<file path="src/rtl/dragon_pkg.sv">
// dragon_pkg: shared widths, direction codes, scan FSM states and position compare
package dragon_pkg;
  localparam int POS_W = 8;
  localparam int DIR_W = 2;
  localparam logic [DIR_W-1:0] DIR_UP    = 2'b00;
  localparam logic [DIR_W-1:0] DIR_RIGHT = 2'b01;
  localparam logic [DIR_W-1:0] DIR_DOWN  = 2'b10;
  localparam logic [DIR_W-1:0] DIR_LEFT  = 2'b11;
  typedef enum logic [1:0] {ST_IDLE, ST_SCAN, ST_DONE} state_e;
  function automatic logic pos_eq(input logic [POS_W-1:0] a, input logic [POS_W-1:0] b);
    return a == b;
  endfunction
endpackage

</file>
<file path="src/rtl/dragon_seg_scanner.sv">
// dragon_seg_scanner: walks one segment slot per cycle after a shift and pulses the hit result in DONE.
// DRAGON_SELF_COLLIDE_EN adds a head-versus-body comparator and the self_hit pulse.
module dragon_seg_scanner import dragon_pkg::*; #(
  parameter int MAX_SEGMENTS = 8
) (
  input  logic                          clk,
  input  logic                          reset,
  input  logic                          start,
  input  logic [POS_W*MAX_SEGMENTS-1:0] seg_pos,
  input  logic [3:0]                    length,
  input  logic [POS_W-1:0]              player_pos,
`ifdef DRAGON_SELF_COLLIDE_EN
  input  logic [POS_W-1:0]              head_pos,
  output logic                          self_hit,
`endif
  output logic                          player_hit,
  output logic                          busy
);
  state_e state_q, state_d;
  logic [3:0] idx_q, idx_d;
  logic hit_q, hit_d, player_hit_q, player_hit_d;
  logic [POS_W-1:0] cur;
  logic in_len, last;
  always_comb begin
    cur = '0;
    for (int i = 0; i < MAX_SEGMENTS; i++)
      if (idx_q == 4'(i)) cur = seg_pos[i*POS_W +: POS_W];
  end
  assign in_len = idx_q < length;
  assign last   = idx_q == 4'(MAX_SEGMENTS - 1);
  always_comb begin
    state_d      = state_q;
    idx_d        = idx_q;
    hit_d        = hit_q;
    player_hit_d = 1'b0;
    case (state_q)
      ST_IDLE: if (start) begin
        state_d = ST_SCAN;
        idx_d   = '0;
        hit_d   = 1'b0;
      end
      ST_SCAN: begin
        hit_d        = hit_q | (in_len & pos_eq(cur, player_pos));
        idx_d        = last ? idx_q : idx_q + 4'd1;
        state_d      = last ? ST_DONE : ST_SCAN;
        player_hit_d = last & hit_d;
      end
      default: state_d = ST_IDLE;
    endcase
  end
  always_ff @(posedge clk or negedge reset) begin
    if (!reset) begin
      state_q      <= ST_IDLE;
      idx_q        <= '0;
      hit_q        <= 1'b0;
      player_hit_q <= 1'b0;
    end else begin
      state_q      <= state_d;
      idx_q        <= idx_d;
      hit_q        <= hit_d;
      player_hit_q <= player_hit_d;
    end
  end
  assign player_hit = player_hit_q;
  assign busy       = state_q != ST_IDLE;
`ifdef DRAGON_SELF_COLLIDE_EN
  // Segment 0 always trails the head by one move, so it cannot count as a self collision.
  logic self_acc_q, self_acc_d, self_hit_q, self_hit_d;
  always_comb begin
    self_acc_d = (state_q == ST_IDLE && start) ? 1'b0 : self_acc_q;
    self_hit_d = 1'b0;
    if (state_q == ST_SCAN) begin
      self_acc_d = self_acc_q | (in_len & (idx_q != 4'd0) & pos_eq(cur, head_pos));
      self_hit_d = last & self_acc_d;
    end
  end
  always_ff @(posedge clk or negedge reset) begin
    if (!reset) begin
      self_acc_q <= 1'b0;
      self_hit_q <= 1'b0;
    end else begin
      self_acc_q <= self_acc_d;
      self_hit_q <= self_hit_d;
    end
  end
  assign self_hit = self_hit_q;
`endif
endmodule

</file>
<file path="src/rtl/dragon_body.sv">
// dragon_body: shift-register trail of body segments behind the head, with grow/shrink and player-hit scan.
// Optional DRAGON_SELF_COLLIDE_EN adds the self_hit output.
module dragon_body import dragon_pkg::*; #(
  parameter int MAX_SEGMENTS = 8,
  parameter int INIT_LENGTH  = 3
) (
  input  logic                          clk,
  input  logic                          reset,
  input  logic [POS_W-1:0]              head_pos,
  input  logic [DIR_W-1:0]              head_dir,
  input  logic [POS_W-1:0]              player_pos,
  input  logic                          grow,
  input  logic                          shrink,
  output logic [POS_W*MAX_SEGMENTS-1:0] segment_pos,
  output logic [DIR_W*MAX_SEGMENTS-1:0] segment_dir,
  output logic [MAX_SEGMENTS-1:0]       active_mask,
  output logic [3:0]                    length,
  output logic                          dead,
  output logic                          player_hit,
`ifdef DRAGON_SELF_COLLIDE_EN
  output logic                          self_hit,
`endif
  output logic                          busy
);
  localparam logic [3:0] LEN_MAX  = 4'(MAX_SEGMENTS);
  localparam logic [3:0] LEN_INIT = 4'(INIT_LENGTH);
  logic [POS_W-1:0] head_pos_q, head_pos_d;
  logic [DIR_W-1:0] head_dir_q, head_dir_d;
  logic [POS_W*MAX_SEGMENTS-1:0] seg_pos_q, seg_pos_d;
  logic [DIR_W*MAX_SEGMENTS-1:0] seg_dir_q, seg_dir_d;
  logic [3:0] len_q, len_d;
  logic grow_pend_q, grow_pend_d, shrink_pend_q, shrink_pend_d;
  logic shift;
  // Moves arriving while a scan runs leave a head mismatch that is serviced once IDLE returns.
  assign shift = !busy && (head_pos != head_pos_q);
  always_comb begin
    head_pos_d    = shift ? head_pos : head_pos_q;
    head_dir_d    = shift ? head_dir : head_dir_q;
    seg_pos_d     = shift ? {seg_pos_q[POS_W*(MAX_SEGMENTS-1)-1:0], head_pos_q} : seg_pos_q;
    seg_dir_d     = shift ? {seg_dir_q[DIR_W*(MAX_SEGMENTS-1)-1:0], head_dir_q} : seg_dir_q;
    len_d         = (!shift || grow_pend_q == shrink_pend_q) ? len_q :
                    grow_pend_q ? ((len_q == LEN_MAX) ? len_q : len_q + 4'd1) :
                    ((len_q == 4'd0) ? len_q : len_q - 4'd1);
    grow_pend_d   = (grow_pend_q & ~shift) | grow;
    shrink_pend_d = (shrink_pend_q & ~shift) | shrink;
  end
  always_ff @(posedge clk or negedge reset) begin
    if (!reset) begin
      head_pos_q    <= '0;
      head_dir_q    <= '0;
      seg_pos_q     <= '0;
      seg_dir_q     <= '0;
      len_q         <= LEN_INIT;
      grow_pend_q   <= 1'b0;
      shrink_pend_q <= 1'b0;
    end else begin
      head_pos_q    <= head_pos_d;
      head_dir_q    <= head_dir_d;
      seg_pos_q     <= seg_pos_d;
      seg_dir_q     <= seg_dir_d;
      len_q         <= len_d;
      grow_pend_q   <= grow_pend_d;
      shrink_pend_q <= shrink_pend_d;
    end
  end
  for (genvar i = 0; i < MAX_SEGMENTS; i++) begin : g_mask
    assign active_mask[i] = 4'(i) < len_q;
  end
  assign segment_pos = seg_pos_q;
  assign segment_dir = seg_dir_q;
  assign length      = len_q;
  assign dead        = len_q == 4'd0;
  dragon_seg_scanner #(.MAX_SEGMENTS(MAX_SEGMENTS)) u_scan (
    .clk        (clk),
    .reset      (reset),
    .start      (shift),
    .seg_pos    (seg_pos_q),
    .length     (len_q),
    .player_pos (player_pos),
`ifdef DRAGON_SELF_COLLIDE_EN
    .head_pos   (head_pos_q),
    .self_hit   (self_hit),
`endif
    .player_hit (player_hit),
    .busy       (busy)
  );
endmodule
</file>
<file path="config.mk">
export PLATFORM = sky130hd
export DESIGN_NAME = dragon_body
export DESIGN_NICKNAME = d
export VERILOG_FILES = /design/src/rtl/dragon_pkg.sv /design/src/rtl/dragon_seg_scanner.sv /design/src/rtl/dragon_body.sv
export SDC_FILE = /design/constraint.sdc
export NUM_CORES = 1
export LEC_CHECK = 0
export ABC_AREA = 1
export BUFFER_PORTS_ARGS = -buffer_cell sky130_fd_sc_hd__buf_2
export CAP_MARGIN = 10
export CORE_MARGIN = 2
export CORE_UTILIZATION = 58
export DETAILED_ROUTE_END_ITERATION = 10
export PLACE_DENSITY = 0.84
export SETUP_SLACK_MARGIN = 0.3
export SYNTH_ARGS = -nofsm -noshare
export SYNTH_HDL_FRONTEND = slang
export SYNTH_SLANG_ARGS = --single-unit
</file>
<file path="constraint.sdc">
create_clock -name clk -period 4.1 [get_ports clk]
set_input_delay 0.205 -clock clk [delete_from_list [all_inputs] [get_ports clk]]
set_output_delay 0.205 -clock clk [all_outputs]
set_load 0.05 [all_outputs]
</file>
# Yosys cells after proc, flatten, opt, wreduce, memory -nomap -nowiden
# Cells that the tools add are included.
[totals]
ff_bits = 104
word_cells = 80
rom_bits = 0
latch_bits = 0
output_inout_bits = 95
n_memories = 0
input_bits = 22
ramBits = 0
[classes]
mux = 20
multipliers = 0
bitwise = 9
shifts = 0
magnitude_cmp = 9
eq_ne = 16
div_mod_pow = 0
n_addsub = 3
reduce_logical = 12
[ops]
columns = ["op", "count"]
rows = [
  ["$mux 8", 8],
  ["$mux 4", 5],
  ["$eq 4x3->1 const B", 4],
  ["$lt 3x4->1 const A", 4],
  ["$add 4x1->4 const B", 2],
  ["$eq 4x2->1 const B", 2],
  ["$eq 8x8->1", 1],
  ["$logic_not 4->1", 2],
  ["$lt 1x4->1 const A", 2],
  ["$lt 2x4->1 const A", 2],
  ["$ne 8x8->1", 1],
  ["$pmux 4 s2", 1],
  ["$ne 2x2->1 const B", 3],
  ["$reduce_and 3->1", 2],
  ["$and 1x1->1", 4],
  ["$eq 4x1->1 const B", 1],
  ["$eq 4x4->1 const B", 1],
  ["$lt 4x4->1", 1],
  ["$mux 2", 2],
  ["$pmux 2 s2", 1],
  ["$reduce_bool 2->1", 2],
  ["$sub 4x1->4 const B", 1],
  ["$or 1x1->1", 3],
  ["$eq 2x1->1 const B", 1],
  ["other kinds (10)", 13],
]

# Logic depth before layout (Yosys ltp)
[logic_depth]
word_depth = 14
mapped_depth = 17
depth_no_buf = 16

# Cells and area by module
# A second synthesis with hierarchy kept.
[hier_totals]
hier_cells = 752
area_unflattened_um2 = 5485.3
[by_module_without_submodules]
columns = ["module", "area_each_um2", "seq_area_each_um2", "n_inst", "cells_each"]
rows = [
  ["dragon_body", 4000.1, 2404.8, 1, 478],
  ["dragon_seg_scanner", 1485.2, 200.2, 1, 274],
]

# Worst setup path after synthesis
# Ideal clock, no wire load.
[synth_timing]
path_type = "register to output"
from = "register len_q[1], in the netlist length[1]"
to = "output active_mask[1]"
arrival_ns = 2.171
path_buffers = 0
path_slack_ns = 1.724
required_ns = 3.895
path_stages_with_launch = 4
cell_sequence = "dfstp_2 inv_1 ha_1 o21ai_0"
[synth_via]
elab_chain_cells = 1
[synth_lines]
columns = ["element", "line", "rtl"]
rows = [
  ["start, declared", "dragon_body.sv:31", "logic [3:0] len_q, len_d;"],
  ["start signal, assigned", "dragon_body.sv:61", "len_q <= len_d;"],
  ["$lt 1x4->1", "dragon_body.sv:67", "assign active_mask[i] = 4'(i) < len_q;"],
  ["end, declared", "dragon_body.sv:16", "output logic [MAX_SEGMENTS-1:0] active_mask,"],
]
# Every way passes these cells.

# Worst setup path after layout
[layout_timing]
from = "register head_pos_q[6]"
to = "register seg_pos_q[43], in the netlist segment_pos[43]"
[layout_via]
elab_chain_cells = 2
[layout_lines]
columns = ["element", "line", "rtl"]
rows = [
  ["start, declared", "dragon_body.sv:27", "logic [POS_W-1:0] head_pos_q, head_pos_d;"],
  ["start signal, assigned", "dragon_body.sv:57", "head_pos_q <= head_pos_d;"],
  ["$ne 8x8->1", "dragon_body.sv:35", "assign shift = !busy && (head_pos != head_pos_q);"],
  ["$logic_and 1x1->1", "dragon_body.sv:35", ""],
  ["end signal, assigned", "dragon_body.sv:59", "seg_pos_q <= seg_pos_d;"],
  ["end, declared", "dragon_body.sv:29", "logic [POS_W*MAX_SEGMENTS-1:0] seg_pos_q, seg_pos_d;"],
]
# Every way passes these cells.
# A chain may end at the register's enable or synchronous reset.

==> results by group <==
Global route
  – Initial antenna violation count: 0
  – First-pass GRT wire length: 20.4 mm
  – Overflow after GRT: 0
  – Largest net degree at the start of global routing: 74
  – GRT Total Usage: 26.0%
  – Number of global-route vias before repair: 4283

Placement
  – Post-Place Worst Slack: 1.57 ns
  – Input/output buffers: 116
  – DP HPWL: 8.94 mm
  – Dpl cell area: 5780 um^2
  – GPL Wtd Cong: 0.850

Yosys
  – Synth Cell Area: 5170 um^2
  – Post-synthesis simple-gate area fraction: 27.0%
  – Synth cell types: 32
  – Synthesized flop and latch total: 104
  – Adder-cell share of the synthesized area: 2.42%
  – Synth Area in Compound Gates: 9.78%
  – Yosys warning count: 0
  – Seq/Total Area, Yosys: 50.4%
  – Synthesized instance count: 667
  – Syn Nets: 699
  – XOR/XNOR share of the synthesized area: 1.36%
  – Mux contribution to synthesized area: 0%
  – Syn avg cell area: 7.75 um^2
  – Largest family of logic cells by synthesized area: simple AND/OR/NAND/NOR gates

Clock network
  – Reg clk slew, reported paths: 0.10 ns
  – Post_cts resized: 0
  – Clock Tree Buf Depth: 2
  – Htree depth: 3
  – Post-CTS setup buffers: 0
  – Num CTS Buffers: 9
  – Clock root buffer: clkbuf_8
  – Clock Latency Late Sink: 0.37 ns
  – CTS tree: built
  – Clk sinks: 104

Min path
  – Hold crit path type: input pin to register
  – Hold path depth: 2

Detailed routing
  – Routed Antenna Nets: 0
  – Drt pass-1 iters: 5
  – Avg Vias per Cell: 5.34
  – Vias: 4722
  – Wire length on met2: 6.09 mm
  – 1st-iter DRT viols: 366
  – Routed met3 length: 773 um
  – Max Used Layer: met4
  – Routed len/inst: 14.1 um
  – DRT met1 WL: 5.48 mm
  – Drc violations: 0
  – Post-Route WL: 12.5 mm

Worst setup path
  – Critical path class: register to register
  – Worst Reg2Reg Path Length in Cells: 9
  – Worst Path Arrival: 2.84 ns
  – Worst setup EP type: register
  – Crit path launch type: register
  – Crit path max fanout: 73
  – CP required: 4.29 ns

Layout
  – Ant. Diodes: 0
  – Finished Cell Area: 5990 um^2
  – Nets@finish: 803
  – Share of cells above drive strength 1: 19.3%
  – Most common cell after layout, fill and taps aside: nand2_1
  – Most frequent cells in the layout: nand2_1, buf_2, dfrtp_1
  – Area Growth Syn to Fin: 15.9%

STA
  – Worst Setup Slack, final: 1.45 ns
  – Worst rel slew slack: 30.6%
  – Tmin final: 2.65 ns
  – Max Slew Vio Count: 0
  – Unrepaired setup endpoints after global routing: false
  – Setup_tns: 0 ns
  – Worst hold slack: 0.0311 ns
  – Achievable Freq: 377 MHz
  – Tcrit/Tclk final: 64.7%
  – Skew final: 0.0107 ns
  – Worst Max-Slew Pin Slew: 1.04 ns
  – Final Setup Violations: 0
  – Final Hold Viols: 0

Die
  – Initial core utilization: 59.5%
  – Rows: 34
  – Total I/O pin count: 117
  – Die X: 98.4 um
  – DIE AREA: 9680 um^2
  – Core Area: 8680 um^2
  – Die Ht: 98.4 um

Flow run
  – Max-cap violations: 0

Status
  – Outcome: complete, no violations
[synthesized netlist by cell type]
cell type,count,area share [%]
a2111oi_0,1,0.17
a21oi_1,12,1.2
buf_1,1,0.073
buf_2,8,0.78
buf_4,1,0.15
buf_6,2,0.44
clkbuf_1,14,1.0
clkinv_1,2,0.15
dfrtp_1,102,49
dfstp_2,2,1.0
ha_1,10,2.4
inv_1,86,6.2
inv_2,3,0.22
nand2_1,249,18
nand2_2,3,0.36
nand2_4,1,0.22
nand3_1,30,2.9
nand3b_1,6,0.87
nand4_1,14,1.7
nor2_1,15,1.1
nor2_4,3,0.65
nor3_1,1,0.097
o211ai_1,1,0.15
o21ai_0,78,7.6
o21ai_1,2,0.19
o21bai_1,2,0.29
o22ai_1,1,0.12
o31ai_1,1,0.15
or2_1,4,0.48
or2_2,4,0.48
xnor2_1,3,0.51
xor2_1,5,0.85
[area by class of cell]
type,count,area [um^2]
Timing Repair Buffer,119,608
Tap cell,108,135
Clock inverter,4,53.8
Inverter,91,342
Multi-Input combinational cell,446,2100
Fill cell,714,2690
Sequential cell,104,2610
Clock buffer,12,145
[final timing paths]
| path | from | end | slack [ns] |
|---|---|---|---|
| max | head_pos_q[6]$_DFFE_PN0P_ | segment_pos[43]$_DFFE_PN0P_ | 1.45 |
| min | grow | grow_pend_q$_DFF_PN0_ | 0.03 |
| max in group asynchronous | reset | segment_pos[30]$_DFFE_PN0P_ | 2.60 |
| max reg2reg | head_pos_q[6]$_DFFE_PN0P_ | segment_pos[43]$_DFFE_PN0P_ | 1.45 |
| min reg2reg | head_dir_q[0]$_DFFE_PN0P_ | head_dir_q[0]$_DFFE_PN0P_ | 0.50 |
| min in group asynchronous | reset | segment_dir[8]$_DFFE_PN0P_ | 0.51 |
[stage by stage]
step / utilization [%] / instances
6_report: 69.0 / 884
3_3_place_gp: 66.6 / 867
5_1_grt: 69.0 / 884
3_5_place_dp: 66.6 / 867
2_1_floorplan: - / 667
4_1_cts: 69.0 / 884
[worst max-delay path, cell delays in order (launching register included)]
cell	delay, ns
dfrtp_1	0.37
inv_1	0.05
nand2_1	0.06
nand4_1	0.11
nor3_1	0.19
nand4_1	0.15
nand2_4	0.54
inv_2	0.58
nand2_1	0.22
o21ai_0	0.14
[registers in the layout (all words and copies together), names as in the netlist]
name / cells
u_scan.hit_q: 1
shrink_pend_q: 1
u_scan.player_hit: 1
head_dir_q: 2
u_scan.state_q: 2
u_scan.idx_q: 4
head_pos_q: 8
segment_pos: 64
length: 4
grow_pend_q: 1
segment_dir: 16
[kinds of logic (layout without fill, tap and decap cells)]
family,after synthesis,after routing
AND/OR/NAND/NOR,330,330
buffers and inverters,117,226
flip-flops,104,104
AO/OA/AOI/OAI,98,98
adder cells (fa/ha/maj),10,10
XOR/XNOR,8,8
[what timing repair did]
item	CTS	global route
endpoints found under the hold margin	50	0
hold buffers	1	0
endpoints found under the setup margin	0	0
[layer usage]
layer | track usage (%) | vias up
met1 | 38.0 | 2233
li1 | - | 2294
met4 | 6.11 | 0
met3 | 4.51 | 16
met5 | 0 | -
met2 | 41.2 | 179
Power is left out: the tool's default activity adds up to more than one toggle a clock period on the data nets, which glitch-free logic cannot reach.
